### src/rtl/ibex_rf_wb_arbiter_if.sv
// ibex_rf_wb_arbiter_if
//   Bundles the write-back arbiter's request, register-file and status signals.
//   master: the core side (EX/LSU/ID) that raises requests and observes results.
//   slave : the arbiter itself.
//   Signals
//     flush_i                          discard all queued LSU writes
//     ex_valid_i/ex_addr_i/ex_wdata_i  EX write request (always accepted)
//     lsu_valid_i/lsu_ready_o          LSU handshake
//     lsu_addr_i/lsu_wdata_i           LSU destination register and load data
//     rf_we_o/rf_waddr_o/rf_wdata_o    registered register-file write port
//     pend_o                           per-register pending queued load writes
//     err_o                            illegal (RV32E) address seen
interface ibex_rf_wb_arbiter_if #(
    parameter int unsigned DataWidth = 32
);
    logic                 flush_i;
    logic                 ex_valid_i;
    logic [4:0]           ex_addr_i;
    logic [DataWidth-1:0] ex_wdata_i;
    logic                 lsu_valid_i;
    logic                 lsu_ready_o;
    logic [4:0]           lsu_addr_i;
    logic [DataWidth-1:0] lsu_wdata_i;
    logic                 rf_we_o;
    logic [4:0]           rf_waddr_o;
    logic [DataWidth-1:0] rf_wdata_o;
    logic [31:0]          pend_o;
    logic                 err_o;

    modport master (
        output flush_i, ex_valid_i, ex_addr_i, ex_wdata_i,
        output lsu_valid_i, lsu_addr_i, lsu_wdata_i,
        input  lsu_ready_o, rf_we_o, rf_waddr_o, rf_wdata_o, pend_o, err_o
    );

    modport slave (
        input  flush_i, ex_valid_i, ex_addr_i, ex_wdata_i,
        input  lsu_valid_i, lsu_addr_i, lsu_wdata_i,
        output lsu_ready_o, rf_we_o, rf_waddr_o, rf_wdata_o, pend_o, err_o
    );
endinterface

### src/rtl/ibex_rf_wb_arbiter.sv
// ibex_rf_wb_arbiter
//   Merges single-cycle EX results and buffered LSU load data onto the register
//   file's single registered write port. EX has fixed priority, then the LSU queue
//   head, then a direct LSU bypass when the queue is empty. Exports a scoreboard of
//   registers targeted by live queued loads.
//   Ports
//     clk_int  clock
//     rst_ni   asynchronous active-low reset
//     bus      ibex_rf_wb_arbiter_if.slave (requests, rf write port, pend/err)
module ibex_rf_wb_arbiter #(
    parameter int unsigned DataWidth = 32,
    parameter int unsigned FifoDepth = 2,
    parameter bit          RV32E     = 1'b0
) (
    input logic                 clk_int,
    input logic                 rst_ni,
    ibex_rf_wb_arbiter_if.slave bus
);
    localparam int unsigned     PtrW    = $clog2(FifoDepth);
    localparam logic [PtrW:0]   FullCnt = (PtrW+1)'(FifoDepth);

    logic [4:0]           q_addr [FifoDepth];
    logic [DataWidth-1:0] q_data [FifoDepth];
    logic [FifoDepth-1:0] q_vld;
    logic [FifoDepth-1:0] q_kill;
    logic [PtrW-1:0]      wr_ptr;
    logic [PtrW-1:0]      rd_ptr;
    logic [PtrW:0]        count;

    logic                 ex_ill, lsu_ill;
    logic                 ex_sel, lsu_ready, lsu_hs, lsu_ok;
    logic                 fifo_empty, pop, bypass, push, push_kill;
    logic [31:0]          pend;

    logic                 rf_we_q;
    logic [4:0]           rf_waddr_q;
    logic [DataWidth-1:0] rf_wdata_q;
    logic                 err_q;

    always_comb begin
        ex_ill     = RV32E && bus.ex_addr_i[4];
        lsu_ill    = RV32E && bus.lsu_addr_i[4];
        lsu_ready  = (count < FullCnt);
        fifo_empty = (count == '0);
        ex_sel     = bus.ex_valid_i && (bus.ex_addr_i != '0) && !ex_ill;
        lsu_hs     = bus.lsu_valid_i && lsu_ready;
        // A flush drops the same-cycle LSU handshake entirely, bypass included.
        lsu_ok     = lsu_hs && (bus.lsu_addr_i != '0) && !lsu_ill && !bus.flush_i;
        pop        = !ex_sel && !fifo_empty && !bus.flush_i;
        bypass     = !ex_sel && fifo_empty && lsu_ok;
        push       = lsu_ok && !bypass;
        // EX is younger than a same-cycle LSU write to the same register.
        push_kill  = ex_sel && (bus.ex_addr_i == bus.lsu_addr_i);
    end

    always_comb begin
        pend = '0;
        for (int unsigned i = 0; i < FifoDepth; i++) begin
            if (q_vld[i] && !q_kill[i]) pend[q_addr[i]] = 1'b1;
        end
    end

    always_ff @(posedge clk_int or negedge rst_ni) begin
        if (!rst_ni) begin
            q_vld  <= '0;
            q_kill <= '0;
            wr_ptr <= '0;
            rd_ptr <= '0;
            count  <= '0;
            for (int unsigned i = 0; i < FifoDepth; i++) begin
                q_addr[i] <= '0;
                q_data[i] <= '0;
            end
        end else if (bus.flush_i) begin
            q_vld  <= '0;
            q_kill <= '0;
            wr_ptr <= '0;
            rd_ptr <= '0;
            count  <= '0;
        end else begin
            if (ex_sel) begin
                for (int unsigned i = 0; i < FifoDepth; i++) begin
                    if (q_vld[i] && (q_addr[i] == bus.ex_addr_i)) q_kill[i] <= 1'b1;
                end
            end
            if (pop) begin
                q_vld[rd_ptr] <= 1'b0;
                rd_ptr        <= rd_ptr + 1'b1;
            end
            if (push) begin
                q_vld[wr_ptr]  <= 1'b1;
                q_kill[wr_ptr] <= push_kill;
                q_addr[wr_ptr] <= bus.lsu_addr_i;
                q_data[wr_ptr] <= bus.lsu_wdata_i;
                wr_ptr         <= wr_ptr + 1'b1;
            end
            case ({push, pop})
                2'b10:   count <= count + 1'b1;
                2'b01:   count <= count - 1'b1;
                default: count <= count;
            endcase
        end
    end

    // Address/data only update on a real write; killed pops and idle cycles hold them.
    always_ff @(posedge clk_int or negedge rst_ni) begin
        if (!rst_ni) begin
            rf_we_q    <= 1'b0;
            rf_waddr_q <= '0;
            rf_wdata_q <= '0;
            err_q      <= 1'b0;
        end else begin
            err_q   <= (bus.ex_valid_i && ex_ill) || (lsu_hs && lsu_ill);
            rf_we_q <= 1'b0;
            if (ex_sel) begin
                rf_we_q    <= 1'b1;
                rf_waddr_q <= bus.ex_addr_i;
                rf_wdata_q <= bus.ex_wdata_i;
            end else if (pop) begin
                if (!q_kill[rd_ptr]) begin
                    rf_we_q    <= 1'b1;
                    rf_waddr_q <= q_addr[rd_ptr];
                    rf_wdata_q <= q_data[rd_ptr];
                end
            end else if (bypass) begin
                rf_we_q    <= 1'b1;
                rf_waddr_q <= bus.lsu_addr_i;
                rf_wdata_q <= bus.lsu_wdata_i;
            end
        end
    end

    assign bus.lsu_ready_o = lsu_ready;
    assign bus.rf_we_o     = rf_we_q;
    assign bus.rf_waddr_o  = rf_waddr_q;
    assign bus.rf_wdata_o  = rf_wdata_q;
    assign bus.pend_o      = pend;
    assign bus.err_o       = err_q;
endmodule
### src/flat_wrapper.sv
// flat-port wrapper written by rule: the top's interface ports become plain ports
module ibex_rf_wb_arbiter_flat 
#(
    parameter int unsigned DataWidth = 32,
    parameter int unsigned FifoDepth = 2,
    parameter bit          RV32E     = 1'b0
)
  (clk_int, rst_ni, bus_flush_i, bus_ex_valid_i, bus_ex_addr_i, bus_ex_wdata_i, bus_lsu_valid_i, bus_lsu_addr_i, bus_lsu_wdata_i, bus_lsu_ready_o, bus_rf_we_o, bus_rf_waddr_o, bus_rf_wdata_o, bus_pend_o, bus_err_o);
  ibex_rf_wb_arbiter_if #(.DataWidth(DataWidth)) bus_i ();
  input logic clk_int;
  input logic rst_ni;
  input wire logic [$bits(bus_i.flush_i)-1:0] bus_flush_i;
  input wire logic [$bits(bus_i.ex_valid_i)-1:0] bus_ex_valid_i;
  input wire logic [$bits(bus_i.ex_addr_i)-1:0] bus_ex_addr_i;
  input wire logic [$bits(bus_i.ex_wdata_i)-1:0] bus_ex_wdata_i;
  input wire logic [$bits(bus_i.lsu_valid_i)-1:0] bus_lsu_valid_i;
  input wire logic [$bits(bus_i.lsu_addr_i)-1:0] bus_lsu_addr_i;
  input wire logic [$bits(bus_i.lsu_wdata_i)-1:0] bus_lsu_wdata_i;
  output wire logic [$bits(bus_i.lsu_ready_o)-1:0] bus_lsu_ready_o;
  output wire logic [$bits(bus_i.rf_we_o)-1:0] bus_rf_we_o;
  output wire logic [$bits(bus_i.rf_waddr_o)-1:0] bus_rf_waddr_o;
  output wire logic [$bits(bus_i.rf_wdata_o)-1:0] bus_rf_wdata_o;
  output wire logic [$bits(bus_i.pend_o)-1:0] bus_pend_o;
  output wire logic [$bits(bus_i.err_o)-1:0] bus_err_o;
  assign bus_i.flush_i = bus_flush_i;
  assign bus_i.ex_valid_i = bus_ex_valid_i;
  assign bus_i.ex_addr_i = bus_ex_addr_i;
  assign bus_i.ex_wdata_i = bus_ex_wdata_i;
  assign bus_i.lsu_valid_i = bus_lsu_valid_i;
  assign bus_i.lsu_addr_i = bus_lsu_addr_i;
  assign bus_i.lsu_wdata_i = bus_lsu_wdata_i;
  assign bus_lsu_ready_o = bus_i.lsu_ready_o;
  assign bus_rf_we_o = bus_i.rf_we_o;
  assign bus_rf_waddr_o = bus_i.rf_waddr_o;
  assign bus_rf_wdata_o = bus_i.rf_wdata_o;
  assign bus_pend_o = bus_i.pend_o;
  assign bus_err_o = bus_i.err_o;
  ibex_rf_wb_arbiter #(.DataWidth(DataWidth), .FifoDepth(FifoDepth), .RV32E(RV32E)) u_core (.clk_int(clk_int), .rst_ni(rst_ni), .bus(bus_i));
endmodule
### config.mk
export PLATFORM = sky130hd
export DESIGN_NAME = ibex_rf_wb_arbiter_flat
export DESIGN_NICKNAME = d
export VERILOG_FILES = /design/src/rtl/ibex_rf_wb_arbiter_if.sv /design/src/rtl/ibex_rf_wb_arbiter.sv /design/src/flat_wrapper.sv
export SDC_FILE = /design/constraint.sdc
export NUM_CORES = 1
export LEC_CHECK = 0
export CAP_MARGIN = 10
export CORE_MARGIN = 2
export CORE_UTILIZATION = 40
export DETAILED_ROUTE_END_ITERATION = 10
export PLACE_DENSITY = 0.72
export SYNTH_ARGS = -nofsm -noshare
export SYNTH_HDL_FRONTEND = slang
export SYNTH_SLANG_ARGS = --single-unit
### constraint.sdc
create_clock -name clk_int -period 2.54 [get_ports clk_int]
set_input_delay 0.635 -clock clk_int [delete_from_list [all_inputs] [get_ports clk_int]]
set_output_delay 0.635 -clock clk_int [all_outputs]
set_load 0.005 [all_outputs]
# Yosys cells after proc, flatten, opt, wreduce, memory -nomap -nowiden
# Cells that the tools add are included.
# Widths: inputs -> output; s select.
[word_totals]
register_bits = 120
[classes]
add_sub_neg = 4
n_lt_le_gt_ge = 12
eq_ne = 6
n_mux = 53
n_bitwise = 7
n_reduce_logical = 34
[op_table]
columns = ["cell", "count"]
rows = [
  ["$mux 32", 10],
  ["$bwmux 64", 1],
  ["$mux 5", 8],
  ["$demux 32 s1", 1],
  ["$or 32x32->32", 1],
  ["$logic_and 1x1->1", 19],
  ["$mux 2", 9],
  ["$mux 1", 16],
  ["$eq 5x5->1", 3],
  ["$lt 5x6->1 const B", 2],
  ["$bwmux 10", 1],
  ["$demux 1 s5", 2],
  ["$ge 5x1->1 const B", 2],
  ["$reduce_bool 5->1", 2],
  ["$logic_not 1->1", 6],
  ["$reduce_bool 3->1", 2],
  ["$demux 5 s1", 1],
  ["$ge 2x2->1 const B", 2],
  ["$lt 1x2->1 const B", 2],
  ["$not 1->2", 2],
  ["$pmux 2 s2", 1],
  ["$reduce_and 2->1", 2],
  ["$reduce_bool 2->1", 2],
  ["$ne 3x2->1 const B", 1],
  ["other kinds (15)", 18],
]

# Logic depth before layout (Yosys ltp)
[logic_depth]
ltp_word = 11
ltp_mapped = 7
mapped_depth_nobuf = 5

# Worst setup path after synthesis
# OpenSTA, ideal clock, no wires.
[synth_timing]
kind = "input to register"
start = "in bus_ex_addr_i[4]"
end = "reg u_core.q_data[51] in the netlist's numbering"
arrival_ns = 2.158
setup_slack_ns = 0.255
stages = 6
cell_sequence = "clkbuf_1 > o31ai_4 > a2111oi_2 > buf_6 > buf_6 > mux2_1"
[synth_via]
elab_chain_len = 8
[synth_rtl]
columns = ["item", "line", "source"]
rows = [
  ["start, declared", "flat_wrapper.sv:14", "input wire logic [$bits(bus_i.ex_addr_i)-1:0] bus_ex_addr_i;"],
  ["$reduce_bool 5->1", "ibex_rf_wb_arbiter.sv:45", "ex_sel = bus.ex_valid_i && (bus.ex_addr_i != '0) && !ex_ill;"],
  ["$logic_and 1x1->1", "ibex_rf_wb_arbiter.sv:45", ""],
  ["$logic_not 1->1", "ibex_rf_wb_arbiter.sv:50", "bypass = !ex_sel && fifo_empty && lsu_ok;"],
  ["$logic_and 1x1->1 (2 in series)", "ibex_rf_wb_arbiter.sv:50", ""],
  ["$logic_not 1->1", "ibex_rf_wb_arbiter.sv:51", "push = lsu_ok && !bypass;"],
  ["$logic_and 1x1->1", "ibex_rf_wb_arbiter.sv:51", ""],
  ["$reduce_and 2->1 (no source line)", "--", ""],
  ["end signal, assigned by index", "ibex_rf_wb_arbiter.sv:94", "q_data[wr_ptr] <= bus.lsu_wdata_i;"],
  ["end, declared", "ibex_rf_wb_arbiter.sv:23", "logic [DataWidth-1:0] q_data [FifoDepth];"],
]
# No other way between the ends.
# A chain may end at the register's enable or synchronous reset.

# Final worst setup path
[layout_timing]
start = "reg u_core.q_kill[1]"
end = "out bus_pend_o[9]"
[layout_via]
elab_chain_len = 3
[layout_rtl]
columns = ["item", "line", "source"]
rows = [
  ["start, declared", "ibex_rf_wb_arbiter.sv:25", "logic [FifoDepth-1:0] q_kill;"],
  ["start signal, assigned by index", "ibex_rf_wb_arbiter.sv:92", "q_kill[wr_ptr] <= push_kill;"],
  ["$logic_not 1->1", "ibex_rf_wb_arbiter.sv:59", "if (q_vld[i] && !q_kill[i]) pend[q_addr[i]] = 1'b1;"],
  ["$logic_and 1x1->1", "ibex_rf_wb_arbiter.sv:59", ""],
  ["$mux 32", "ibex_rf_wb_arbiter.sv:59", ""],
  ["end, declared", "flat_wrapper.sv:23", "output wire logic [$bits(bus_i.pend_o)-1:0] bus_pend_o;"],
]
# No other way between the ends.

==> impl_metrics.tcl <==
set metrics [dict create \
    rsz0062_at_grt "true" \
    worst_ep_arrival_time_ns 1.90 \
    root_buffer "clkbuf_16" \
    worstPathMaxFanout 5 \
    cp.buffers_inverters 2 \
    synthAdderAreaFrac_pct 0 \
    slowest_delay_ns 0.44 \
    synth_top_family_by_area "multiplexers" \
    port_buffers 149 \
    synth-seq-area-share_pct 48.0 \
    cp_slowest_cell "or3b_4" \
    grt.total_usage_pct 22.1 \
    drv_slew 0 \
    dp_hpwl_um 12300 \
    antenna_found_initial 0 \
    power_density_nw_per_um2 783 \
    postCtsHoldBufs 0 \
    p_leak_nw 3.90 \
    insertion_delay_ns 0.41 \
    end_kind "primary output" \
    drv_cap 0 \
    fmax_mhz 395 \
    path_class "flop to primary output" \
    p_seq_share_pct 39.4 \
    die_area_um2 16700 \
    muxShareOfSynthArea_pct 19.6 \
    status "completed" \
    synth_top_area_cell "dfrtp_1" \
    yosysWarnings 0 \
    num-nets-final 885 \
    crit_required_ns 1.90 \
    hold_path_class "primary input to async pin" \
    cts.path.max_buffers 2 \
    synthXorXnorAreaFrac_pct 2.38 \
    grt_first_pass_wirelength_um 28400 \
    ys_seq_elements 120 \
    synth_edf_count 0 \
    cts.reportedPaths.clkPinSlew_ns 0.05 \
    synth-compound-area-share_pct 12.8 \
    area_growth_pct 44.7 \
    placed_area_um2 8270 \
    drt_wl_total_um 17700 \
    nFillCells 1279 \
    fin_crit_ns 2.53 \
    grt.overflow.total 0 \
    finalSetupViolCount 0 \
    ys.flop_type "dfrtp_1" \
    vias 5547 \
    via_per_inst 5.39 \
    hold_viol 0 \
    cts_tree "yes" \
    r2r_setup_slack_ns 0.48 \
    grt_start_max_net_pins 53 \
    synth_simple_gate_area_share_pct 13.1 \
    antenna_cells 0 \
    fp.coreArea_um2 15300 \
    syn_area_um2 6260 \
    p_sw_share_pct 27.4 \
    wl_per_cell_um 17.2 \
    synth_top_area_share_pct 48.0 \
    drtIter0Drc 340 \
    rows 45 \
    synth_area_per_cell_um2 9.93 \
    synth.net_count 709 \
    netlist_instances 630 \
    min_period_over_period_pct 99.7 \
    first_global_vias 5715 \
    fin_skew_ns 0.00669 \
    drt_first_pass_iters 7 \
    worst_ir_drop_vdd_v 0.000571 \
    drc 0 \
    synthArstFlopShare_pct 100 \
    cts-buffers-inserted 17 \
    p_clk_share_pct 35.0 \
    cts_sinks 120 \
    initial_utilization_pct 41.0 \
    start_kind "flop" \
    switching_power_w 0.00195 \
    synth.area.top_cells "dfrtp_1 48%, mux2_2 12%, nand2_1 6.9%" \
    cts_max_level 4 \
    globalplace.congestion 0.927 \
    critPathTopFamily "simple AND/OR/NAND/NOR gates" \
    final_cells 1030 \
    crit_chain "nand2b_4 > or3b_4 > buf_4 > o22ai_1 > clkdlybuf4s15_1" \
    dp.cells 981 \
    dieWidth_um 129 \
    p_comb_share_pct 25.7 \
    num_io_pins 151 \
    finalInstanceArea_um2 9050 \
    synth.distinct_cells 38 \
    intPower_w 0.00515 \
    postRouteAntennaNets 0 \
    die-height_um 129 \
    drive_gt1_share_pct 23.8 \
]
worst paths after layout:
check                             startpoint  cells after the start                       end
max                         u_core.q_kill[1]                      5             bus_pend_o[9]
min                                   rst_ni                      1         u_core.q_data[46]
max reg2reg                  u_core.count[1]                      5         u_core.q_data[49]
min reg2reg                u_core.q_data[58]                      1         u_core.q_data[58]
max in group asynchronous             rst_ni                      2  u_core.bus.rf_waddr_o[1]
min in group clk_int       u_core.q_data[58]                      1         u_core.q_data[58]
registers in the layout, indices dropped and copies added (netlist names):
| signal | count |
|---|---|
| u_core.bus.rf_waddr_o | 5 |
| u_core.bus.rf_wdata_o | 32 |
| u_core.bus.rf_we_o | 1 |
| u_core.count | 2 |
| u_core.q_addr | 10 |
| u_core.q_data | 64 |
| u_core.q_kill | 2 |
| u_core.q_vld | 2 |
| u_core.rd_ptr | 1 |
| u_core.wr_ptr | 1 |
area by class of cell:
class                   instances  area [um^2]  share of cell area (%)
clock buffers                  25          495                    5.47
clock inverters                 7          115                    1.27
inverters                       3         11.3                   0.124
multi-input cells             451         3130                    34.5
flip-flops and latches        120         3010                    33.2
well taps                     211          264                    2.92
repair buffers                213         2040                    22.5
power by group through the flow:
| stage | sequential (W) | clock (W) | combinational, W |
|---|---|---|---|
| finish | 0.00279 | 0.00248 | 0.00182 |
| detailed placement | 0.00281 | 0 | 0.00172 |
| global placement | 0.00277 | 0 | 0.00165 |
| global route | 0.00287 | 0.00261 | 0.00199 |
| floorplan | 0.00267 | 0 | 0.00107 |
| CTS | 0.00278 | 0.00252 | 0.00181 |
worst register-to-register path: stages (launching register included):
cell and delay, ns:
dfrtp_1 0.45, inv_1 0.18, o211ai_2 0.15, a2111oi_4 0.40, buf_4 0.38, mux2_2 0.39
cells in the final DEF, fill, tap and decap left out, types with 4 or more instances in the layout:
| master | n |
|---|---|
| clkbuf_1 | 4 |
| xor2_1 | 10 |
| o22ai_1 | 27 |
| or3_4 | 4 |
| dfrtp_1 | 117 |
| o21ai_0 | 42 |
| o22ai_2 | 5 |
| a31oi_1 | 36 |
| clkdlybuf4s50_1 | 116 |
| buf_2 | 5 |
| buf_12 | 9 |
| xnor2_1 | 7 |
| buf_4 | 53 |
| nand2_1 | 113 |
| dlygate4sd2_1 | 22 |
| a21oi_1 | 6 |
| nor2_1 | 45 |
| mux2_1 | 10 |
| clkbuf_16 | 17 |
| clkbuf_8 | 4 |
| mux2_2 | 65 |
| or3b_4 | 6 |
| nand3b_1 | 6 |
| mux2i_1 | 38 |
layer usage:
metal  wire (um)  track usage (%)  vias to the layer above
li1            -                -                     2589
met4         280             7.48                        0
met2        8680             37.2                      199
met3        1220             6.11                       29
met1        7530             27.5                     2730
met5           0                0                        -
cell families after synthesis:
logic type / after synthesis
flip-flops: 120
XOR/XNOR: 17
multiplexers: 113
AND/OR/NAND/NOR: 191
other: 1
AO/OA/AOI/OAI: 129
buffers and inverters: 59
Yosys cell counts, types with 2 or more instances:
cell	instances
a211oi_1	2
a21oi_1	6
a31oi_1	36
buf_2	15
buf_6	2
clkbuf_1	38
dfrtp_1	120
inv_1	3
mux2_1	10
mux2_2	65
mux2i_1	38
nand2_1	115
nand2b_1	2
nand3_1	3
nand3b_1	6
nand4b_1	2
nor2_1	46
nor4_1	3
o21ai_0	42
o22ai_1	32
or3_1	7
or3b_2	6
xnor2_1	7
xor2_1	10
timing repair:
item / 4_1_cts / 5_1_grt
pin swaps: 3 / 6
setup buffers: 12 / 5
endpoints found under the setup margin: 32 / 12
gates resized for setup: 61 / 16
metrics by stage:
step / hold WS (ns) / setup WS, ns / total power, W / TNS (ns) / utilization, %
after floorplan: 0.339 / 0.255 / 0.00374 / 0 / -
after global placement: 0.466 / -0.281 / 0.00443 / -25.35 / 54.2
after detailed placement: 0.479 / -0.333 / 0.00453 / -29.15 / 54.2
after CTS: 0.0765 / -0.215 / 0.00712 / -0.215 / 58.8
after global routing: 0.0795 / -0.0429 / 0.00746 / -0.121 / 59.3
final: 0.0844 / 0.00719 / 0.00709 / 0 / 59.3
(Power assumes the default switching activity.)
